<file path="config.mk">
export PLATFORM = sky130hd
export DESIGN_NAME = dmem_lsu_flat
export DESIGN_NICKNAME = d
export VERILOG_FILES = /design/src/rtl/dmem_lsu_if.sv /design/src/rtl/dmem_lsu.sv /design/src/flat_wrapper.sv
export SDC_FILE = /design/constraint.sdc
export NUM_CORES = 1
export LEC_CHECK = 0
export ABC_AREA = 1
export CAP_MARGIN = 20
export CELL_PAD_IN_SITES_DETAIL_PLACEMENT = 0
export CELL_PAD_IN_SITES_GLOBAL_PLACEMENT = 1
export CORE_MARGIN = 2
export CORE_UTILIZATION = 32
export DETAILED_ROUTE_END_ITERATION = 12
export PLACE_DENSITY_LB_ADDON = 0.1
export SYNTH_ARGS = -nofsm -noshare
export SYNTH_HDL_FRONTEND = slang
export SYNTH_SLANG_ARGS = --single-unit
</file>
<file path="constraint.sdc">
create_clock -name CLK -period 1.5 [get_ports CLK]
set_input_delay 0.3 -clock CLK [delete_from_list [all_inputs] [get_ports CLK]]
set_output_delay 0.3 -clock CLK [all_outputs]
set_load 0.01 [all_outputs]
</file>
<file path="src/rtl/dmem_lsu_if.sv">
// Bus bundle for the data-memory load/store unit.
// Carries the execute-stage request/response handshake and the
// single-port SRAM pins. The LSU uses the slave view; the execute stage
// and SRAM side (or a bench) use the master view.
interface dmem_lsu_if #(
  parameter int AW = 10
);
  // Execute-stage request side
  logic          REQ;
  logic          RDY;
  logic          WE;
  logic [1:0]    SIZE;
  logic          SIGNED;
  logic [AW+1:0] ADDR;
  logic [31:0]   WDATA;
  logic          ACK;
  logic          ERR;
  logic [31:0]   RDATA;

  // SRAM side (active-low controls, one-cycle registered read)
  logic          M_CSN;
  logic          M_WEN;
  logic [AW-1:0] M_A;
  logic [31:0]   M_DI;
  logic [31:0]   M_DOUT;

  modport slave (
    input  REQ, WE, SIZE, SIGNED, ADDR, WDATA, M_DOUT,
    output RDY, ACK, ERR, RDATA, M_CSN, M_WEN, M_A, M_DI
  );

  modport master (
    output REQ, WE, SIZE, SIGNED, ADDR, WDATA, M_DOUT,
    input  RDY, ACK, ERR, RDATA, M_CSN, M_WEN, M_A, M_DI
  );
endinterface

</file>
<file path="src/rtl/dmem_lsu.sv">
// Load/store unit in front of a single-port synchronous data SRAM.
// One request at a time: byte/half/word loads with sign or zero extension,
// word stores written directly, sub-word stores done as read-modify-write
// because the SRAM has no byte enables. Misaligned or illegal-size requests
// are answered with ACK+ERR without touching the SRAM.
module dmem_lsu #(
  parameter int AW = 10
) (
  input  logic          CLK,
  input  logic          RSTN,
  dmem_lsu_if.slave     bus
);

  typedef enum logic [2:0] {
    IDLE,
    RD,
    LDW,
    WR,
    RMR,
    RMM,
    RMW
  } state_t;

  state_t        state;

  // Request fields latched on the accept edge
  logic [AW+1:0] addr_q;
  logic [1:0]    size_q;
  logic          signed_q;
  logic [15:0]   wdata_q;

  // Registered outputs
  logic          ack_q;
  logic          err_q;
  logic [31:0]   rdata_q;
  logic          csn_q;
  logic          wen_q;
  logic [31:0]   di_q;

  // Combinational helpers
  logic          misaligned;
  logic [7:0]    lane_b;
  logic [15:0]   lane_h;
  logic [31:0]   load_ext;
  logic [31:0]   merged;

  assign bus.RDY   = (state == IDLE);
  assign bus.ACK   = ack_q;
  assign bus.ERR   = err_q;
  assign bus.RDATA = rdata_q;
  assign bus.M_CSN = csn_q;
  assign bus.M_WEN = wen_q;
  assign bus.M_A   = addr_q[AW+1:2];
  assign bus.M_DI  = di_q;

  // Alignment check on the live request, used only on the accept edge
  always_comb begin
    misaligned = 1'b0;
    case (bus.SIZE)
      2'b00:   misaligned = 1'b0;
      2'b01:   misaligned = bus.ADDR[0];
      2'b10:   misaligned = |bus.ADDR[1:0];
      default: misaligned = 1'b1;
    endcase
  end

  // Pick the addressed byte and halfword lanes out of the SRAM read word
  always_comb begin
    lane_b = 8'h00;
    case (addr_q[1:0])
      2'd0:    lane_b = bus.M_DOUT[7:0];
      2'd1:    lane_b = bus.M_DOUT[15:8];
      2'd2:    lane_b = bus.M_DOUT[23:16];
      default: lane_b = bus.M_DOUT[31:24];
    endcase
    lane_h = addr_q[1] ? bus.M_DOUT[31:16] : bus.M_DOUT[15:0];
  end

  // Sign- or zero-extend the selected lane; words pass straight through
  always_comb begin
    load_ext = bus.M_DOUT;
    case (size_q)
      2'b00:   load_ext = {{24{signed_q & lane_b[7]}}, lane_b};
      2'b01:   load_ext = {{16{signed_q & lane_h[15]}}, lane_h};
      default: load_ext = bus.M_DOUT;
    endcase
  end

  // Replace the target lane(s) of the old word with the store data
  always_comb begin
    merged = bus.M_DOUT;
    if (size_q == 2'b00) begin
      case (addr_q[1:0])
        2'd0:    merged[7:0]   = wdata_q[7:0];
        2'd1:    merged[15:8]  = wdata_q[7:0];
        2'd2:    merged[23:16] = wdata_q[7:0];
        default: merged[31:24] = wdata_q[7:0];
      endcase
    end else begin
      if (addr_q[1]) begin
        merged[31:16] = wdata_q;
      end else begin
        merged[15:0] = wdata_q;
      end
    end
  end

  // Sequencer: accepts requests in IDLE and drives the SRAM one access per state;
  // reset drops M_CSN at once so an in-flight write never reaches the SRAM
  always_ff @(posedge CLK or negedge RSTN) begin
    if (!RSTN) begin
      state    <= IDLE;
      addr_q   <= '0;
      size_q   <= 2'b00;
      signed_q <= 1'b0;
      wdata_q  <= 16'h0000;
      ack_q    <= 1'b0;
      err_q    <= 1'b0;
      rdata_q  <= 32'h0000_0000;
      csn_q    <= 1'b1;
      wen_q    <= 1'b1;
      di_q     <= 32'h0000_0000;
    end else begin
      ack_q <= 1'b0;
      err_q <= 1'b0;
      case (state)
        IDLE: begin
          if (bus.REQ) begin
            addr_q   <= bus.ADDR;
            size_q   <= bus.SIZE;
            signed_q <= bus.SIGNED;
            wdata_q  <= bus.WDATA[15:0];
            if (misaligned) begin
              ack_q <= 1'b1;
              err_q <= 1'b1;
            end else if (!bus.WE) begin
              state <= RD;
              csn_q <= 1'b0;
              wen_q <= 1'b1;
            end else if (bus.SIZE == 2'b10) begin
              state <= WR;
              csn_q <= 1'b0;
              wen_q <= 1'b0;
              di_q  <= bus.WDATA;
            end else begin
              state <= RMR;
              csn_q <= 1'b0;
              wen_q <= 1'b1;
            end
          end
        end
        RD: begin
          csn_q <= 1'b1;
          state <= LDW;
        end
        LDW: begin
          rdata_q <= load_ext;
          ack_q   <= 1'b1;
          state   <= IDLE;
        end
        WR: begin
          csn_q <= 1'b1;
          wen_q <= 1'b1;
          di_q  <= 32'h0000_0000;
          ack_q <= 1'b1;
          state <= IDLE;
        end
        RMR: begin
          csn_q <= 1'b1;
          state <= RMM;
        end
        RMM: begin
          csn_q <= 1'b0;
          wen_q <= 1'b0;
          di_q  <= merged;
          state <= RMW;
        end
        RMW: begin
          csn_q <= 1'b1;
          wen_q <= 1'b1;
          di_q  <= 32'h0000_0000;
          ack_q <= 1'b1;
          state <= IDLE;
        end
        default: begin
          csn_q <= 1'b1;
          wen_q <= 1'b1;
          di_q  <= 32'h0000_0000;
          state <= IDLE;
        end
      endcase
    end
  end

endmodule

</file>
<file path="src/flat_wrapper.sv">
// flat-port wrapper written by rule: the top's interface ports become plain ports
module dmem_lsu_flat 
#(
  parameter int AW = 10
)
  (CLK, RSTN, bus_REQ, bus_WE, bus_SIZE, bus_SIGNED, bus_ADDR, bus_WDATA, bus_M_DOUT, bus_RDY, bus_ACK, bus_ERR, bus_RDATA, bus_M_CSN, bus_M_WEN, bus_M_A, bus_M_DI);
  dmem_lsu_if #(.AW(AW)) bus_i ();
  input  logic CLK;
  input  logic RSTN;
  input wire logic [$bits(bus_i.REQ)-1:0] bus_REQ;
  input wire logic [$bits(bus_i.WE)-1:0] bus_WE;
  input wire logic [$bits(bus_i.SIZE)-1:0] bus_SIZE;
  input wire logic [$bits(bus_i.SIGNED)-1:0] bus_SIGNED;
  input wire logic [$bits(bus_i.ADDR)-1:0] bus_ADDR;
  input wire logic [$bits(bus_i.WDATA)-1:0] bus_WDATA;
  input wire logic [$bits(bus_i.M_DOUT)-1:0] bus_M_DOUT;
  output wire logic [$bits(bus_i.RDY)-1:0] bus_RDY;
  output wire logic [$bits(bus_i.ACK)-1:0] bus_ACK;
  output wire logic [$bits(bus_i.ERR)-1:0] bus_ERR;
  output wire logic [$bits(bus_i.RDATA)-1:0] bus_RDATA;
  output wire logic [$bits(bus_i.M_CSN)-1:0] bus_M_CSN;
  output wire logic [$bits(bus_i.M_WEN)-1:0] bus_M_WEN;
  output wire logic [$bits(bus_i.M_A)-1:0] bus_M_A;
  output wire logic [$bits(bus_i.M_DI)-1:0] bus_M_DI;
  assign bus_i.REQ = bus_REQ;
  assign bus_i.WE = bus_WE;
  assign bus_i.SIZE = bus_SIZE;
  assign bus_i.SIGNED = bus_SIGNED;
  assign bus_i.ADDR = bus_ADDR;
  assign bus_i.WDATA = bus_WDATA;
  assign bus_i.M_DOUT = bus_M_DOUT;
  assign bus_RDY = bus_i.RDY;
  assign bus_ACK = bus_i.ACK;
  assign bus_ERR = bus_i.ERR;
  assign bus_RDATA = bus_i.RDATA;
  assign bus_M_CSN = bus_i.M_CSN;
  assign bus_M_WEN = bus_i.M_WEN;
  assign bus_M_A = bus_i.M_A;
  assign bus_M_DI = bus_i.M_DI;
  dmem_lsu #(.AW(AW)) u_core (.CLK(CLK), .RSTN(RSTN), .bus(bus_i));
endmodule
</file>
Word-level counts from Yosys, hierarchy flattened

Cells that the tools add are included.

Bits in registers: 102
Input port bits: 83
Output and inout bits: 79
Word-level logic and storage cells: 76

Eq/ne operators: 15
Multiplexer cells: 33
Bitwise operators: 4
Reductions and logical operators: 13

Operator list:

| operator           | count |
|---|---|
| $mux 32            | 5 |
| $pmux 32 s3        | 1 |
| $pmux 32 s2        | 1 |
| $mux 16            | 3 |
| $mux 8             | 4 |
| $pmux 8 s3         | 1 |
| $mux 3             | 4 |
| $pmux 3 s4         | 1 |
| $eq 3x3->1 const B | 3 |
| $mux 1             | 9 |
| $pmux 1 s3         | 3 |
| $reduce_or 3->1    | 3 |
| $eq 2x1->1 const B | 3 |
| $eq 3x2->1 const B | 2 |
| $logic_not 2->1    | 3 |
| $ne 2x2->1 const B | 3 |
| $reduce_and 3->1   | 2 |
| $reduce_and 5->1   | 1 |
| $eq 2x2->1 const B | 2 |
| $reduce_and 2->1   | 2 |
| $eq 3x1->1 const B | 1 |
| $logic_not 3->1    | 1 |
| $and 1x1->1        | 2 |
| $ne 2x1->1 const B | 1 |
| other kinds (3)    | 4 |

Longest topological paths before layout

Depth after elaboration: 6
Depth in mapped cells: 11
Gate-level depth less buffers: 9

Worst setup path after synthesis

OpenSTA, ideal clock, no wires.

Kind: flip-flop to flip-flop
From: reg u_core.state[1]
To: reg u_core.addr_q[10]
Library setup time: 0.125 ns
Data arrival time: 1.349 ns
Data required time: 1.375 ns
Setup slack: 0.026 ns
Stages on the path, launching flop included: 9
Path buffers: 3
Period minus slack after synthesis: 1.474 ns
Cell sequence: dfrtp_1 > buf_6 > clkinv_2 > nand2_4 > nor2_4 > buf_6 > nand2_4 > buf_6 > mux2_4

Word-level cells in the longest chain between the ends: 2

Ends and longest elaborated chain:

| element                    | RTL line        | source |
|---|---|---|
| from (decl)                | dmem_lsu.sv:24  | `state_t state;` |
| from (signal assigned)     | dmem_lsu.sv:112 | `state <= IDLE;` |
| from (signal assigned)     | dmem_lsu.sv:137 | `state <= RD;` |
| from (signal assigned)     | dmem_lsu.sv:141 | `state <= WR;` |
| $logic_not 3->1            | dmem_lsu.sv:126 | `case (state)` |
| $reduce_and 2->1 (no line) | n/a             |  |
| to (signal assigned)       | dmem_lsu.sv:129 | `addr_q <= bus.ADDR;` |
| to (decl)                  | dmem_lsu.sv:27  | `logic [AW+1:0] addr_q;` |

Every way passes these cells.
A chain may end at the register's enable or synchronous reset.

Final worst setup path

From: reg u_core.state[1]
To: reg u_core.wdata_q[11]

Word-level cells in the longest chain between the ends: 2

Ends and longest elaborated chain:

| element                    | RTL line        | source |
|---|---|---|
| $logic_not 3->1            | dmem_lsu.sv:126 |  |
| $reduce_and 2->1 (no line) | n/a             |  |
| to (signal assigned)       | dmem_lsu.sv:132 | `wdata_q <= bus.WDATA[15:0];` |
| to (decl)                  | dmem_lsu.sv:30  | `logic [15:0] wdata_q;` |

Every way passes these cells.

==> run summary <==
asr flop ratio synth - 100%
Core Util, Final - 48.5%
Startpoint Class - flip-flop
Critical Path AT - 1.85 ns
final worst setup slack - -0.115 ns
Tcrit/Tclk final - 108%
Ports - 162
Fmax - 619 MHz
Initial Util - 32.8%
Critical Path Sink - u_core.wdata_q[11]
Max Buffers Root-to-Sink - 2
Synth Register Bits - 102
std cell rows - 50
headroom to the max-slew limit - 73.9%
RR Startpoint - u_core.state[1]
Global Route Usage Sum - 21.9%
Post-Route WL - 21800 um
core area - 18800 um^2
Die Width - 143 um
CP Launch Point - u_core.state[1]
max_cap viols - 0
nets - 1120
GRT busiest layer - met2
Sink Count - 102
hpwl dp - 15200 um
Setup WS pre-CTS - -0.282 ns
maximum vdd drop - 1.52 mV
DRT iter0 DRCs - 380
Fin Clk Skew - 0.0122 ns
vias in the first global route - 5983
htree depth - 3
largest net degree at the start of global routing - 52
Post-Syn Area - 6170 um^2
share of the yosys chip area belonging to registers - 41.4%
die height - 143 um
Reg-to-Reg End - u_core.wdata_q[11]
R2R depth - 8
leakage power total - 4.76 nW
Synthesis Warnings - 0
Crit Path Max Fanout - 14
Primary FF master, synth - dfrtp_1
CTS Buf Count - 9
grt met3 use - 3.62%
Syn Nets - 925
WL per Instance - 16.8 um
status - complete, but fails checks
buffers added on ports - 161
r2r setup slk - -0.12 ns
DRC violations left - 0
failing checks - negative setup slack
slew at the pin closest to its max-slew limit - 0.392 ns
Clock Root Buffer - clkbuf_16
total number of vias - 6108
DIE AREA - 20400 um^2
Routed Antenna Nets - 0
Yosys cell types - 31
RSZ-0062 raised after global routing - yes
global-route wire length before repair - 33900 um
clock insertion delay at the later pin of the skew report - 0.36 ns
Worst Hold Class - in2async
share of cells above drive strength 1 - 21.2%
Worst EP required - 1.74 ns
CTS tree - done
P&R area growth vs syn - 47.8%
Final GP Congestion - 0.806
Worst Setup End Kind - flip-flop
Post-synth EDFFs - 0
Setup CP Type - reg2reg
grt ovf - 0
Worst-path clk slew - 0.07 ns
global-route track usage on met2 - 36.6%
via/cell ratio - 4.69
endpoints failing setup - 62
Detailed Routing Iterations Pass 1 - 7
Syn Inst Count - 842
Slew Viols, Final - 0
Fin. Hold Viols - 0
Pwr per Cell Area - 2240 nW/um^2
Final Critical Period - 1.62 ns
initial antenna violation count - 0
# diodes - 0
met1 GRT Util - 30.2%
synthesized area per cell - 7.33 um^2
[area by class of cell]
cell class,count,area [um^2]
inverter,58,223
timing repair buffer,239,2400
fill,1945,9710
multi-input combinational,627,3320
clock buffer,11,243
tap,260,325
sequential,102,2560
clock inverter,5,58.8
[worst max-delay path, stage by stage, from the launching register on]
cell and delay, ns:
dfrtp_1 0.42, clkinv_2 0.07, nand2_4 0.05, nor2_4 0.14
buf_6 0.14, buf_6 0.11, nand2_8 0.08, buf_12 0.18
mux2_4 0.30
[worst min-delay path by stage]
| stage | start | to |
|---|---|---|
| 2_1_floorplan | RSTN | u_core.addr_q[0] |
| 3_3_place_gp | RSTN | u_core.bus.RDATA[27] |
| 3_5_place_dp | RSTN | u_core.bus.RDATA[27] |
| 4_1_cts | u_core.bus.RDATA[2] | u_core.bus.RDATA[2] |
| 5_1_grt | RSTN | u_core.bus.RDATA[28] |
| 6_report | RSTN | u_core.bus.RDATA[27] |
[stage by stage]
stage / cells / TNS, ns / cell area, um^2 / hold WS, ns / power (mW)
5_1_grt: 1302 / -9.10 / 9120 / 0.500 / 22.1
2_1_floorplan: 842 / 0 / 6170 / 0.00441 / 12.0
3_5_place_dp: 1272 / -14.31 / 8410 / 0.330 / 16.8
4_1_cts: 1298 / -5.83 / 8820 / 0.480 / 19.7
6_report: 1302 / -4.69 / 9120 / 0.475 / 20.4
3_3_place_gp: 1272 / -14.09 / 8410 / 0.322 / 16.7
[cell usage after synthesis, drive strengths merged, types with 7 or more instances]
master	count	area [um^2]
o211ai	10	75.1
nand3	95	485
o21ai	12	63.8
inv	56	210
dfrtp	100	2500
a31oi	7	43.8
or2	16	100
a21oi	38	190
clkbuf	10	37.5
nor2	26	149
mux2	27	379
buf	45	307
nand2	386	1480
[sequential cells by signal, summed over array words and instances, names as in the netlist]
| register | cells |
|---|---|
| u_core.addr_q | 12 |
| u_core.bus.ACK | 1 |
| u_core.bus.ERR | 1 |
| u_core.bus.M_CSN | 1 |
| u_core.bus.M_DI | 32 |
| u_core.bus.M_WEN | 1 |
| u_core.bus.RDATA | 32 |
| u_core.signed_q | 1 |
| u_core.size_q | 2 |
| u_core.state | 3 |
| u_core.wdata_q | 16 |
[power by group]
group	internal, mW	switching [mW]
combinational	5.93	6.95
sequential	4.06	1.03
clock	1.34	1.12
total	11.3	9.10
[timing repair]
action / in CTS / in global routing
gates resized for setup: 97 / 89
setup endpoints to repair: 146 / 98
gates cloned: 4 / 3
endpoints found under the hold margin: 100 / 0
hold buffers: 1 / 0
pin swaps: 0 / 31
setup buffers: 5 / 3
[routing by layer]
| layer | wire (um) | share of wire [%] |
|---|---|---|
| met1 | 10100 | 46 |
| met2 | 10700 | 49 |
| met3 | 938 | 4.3 |
| met4 | 142 | 0.65 |
| met5 | 0 | 0 |
[cell usage in the layout, fill, tap and decap left out, types with 2 or more instances in the layout]
master / n
nand2_1: 336
dfrtp_1: 98
nand3_1: 92
clkdlybuf4s50_1: 81
dlygate4sd2_1: 77
inv_1: 50
buf_4: 48
a21oi_1: 36
nand2_2: 32
mux2_4: 20
nand2_4: 17
nor2_1: 16
or2_2: 16
buf_12: 13
clkbuf_16: 11
o211ai_1: 10
buf_6: 9
mux2_2: 7
a31oi_1: 7
nor2_4: 6
o21ai_2: 6
o221ai_1: 6
inv_2: 5
o21ai_0: 5
clkinv_2: 3
nor2_2: 3
buf_16: 3
nand3_2: 2
clkinvlp_4: 2
buf_8: 2
dfrtp_2: 2
dfstp_2: 2
[cells by family (layout without fill, tap and decap cells)]
group | Yosys count | in the layout | share of synthesized area, %
flip-flops | 102 | 102 | 41.4
AND/OR/NAND/NOR | 524 | 524 | 36.1
AO/OA/AOI/OAI | 76 | 76 | 7.24
multiplexers | 27 | 27 | 6.14
buffers and inverters | 113 | 313 | 9.14
(Power assumes the default switching activity.)
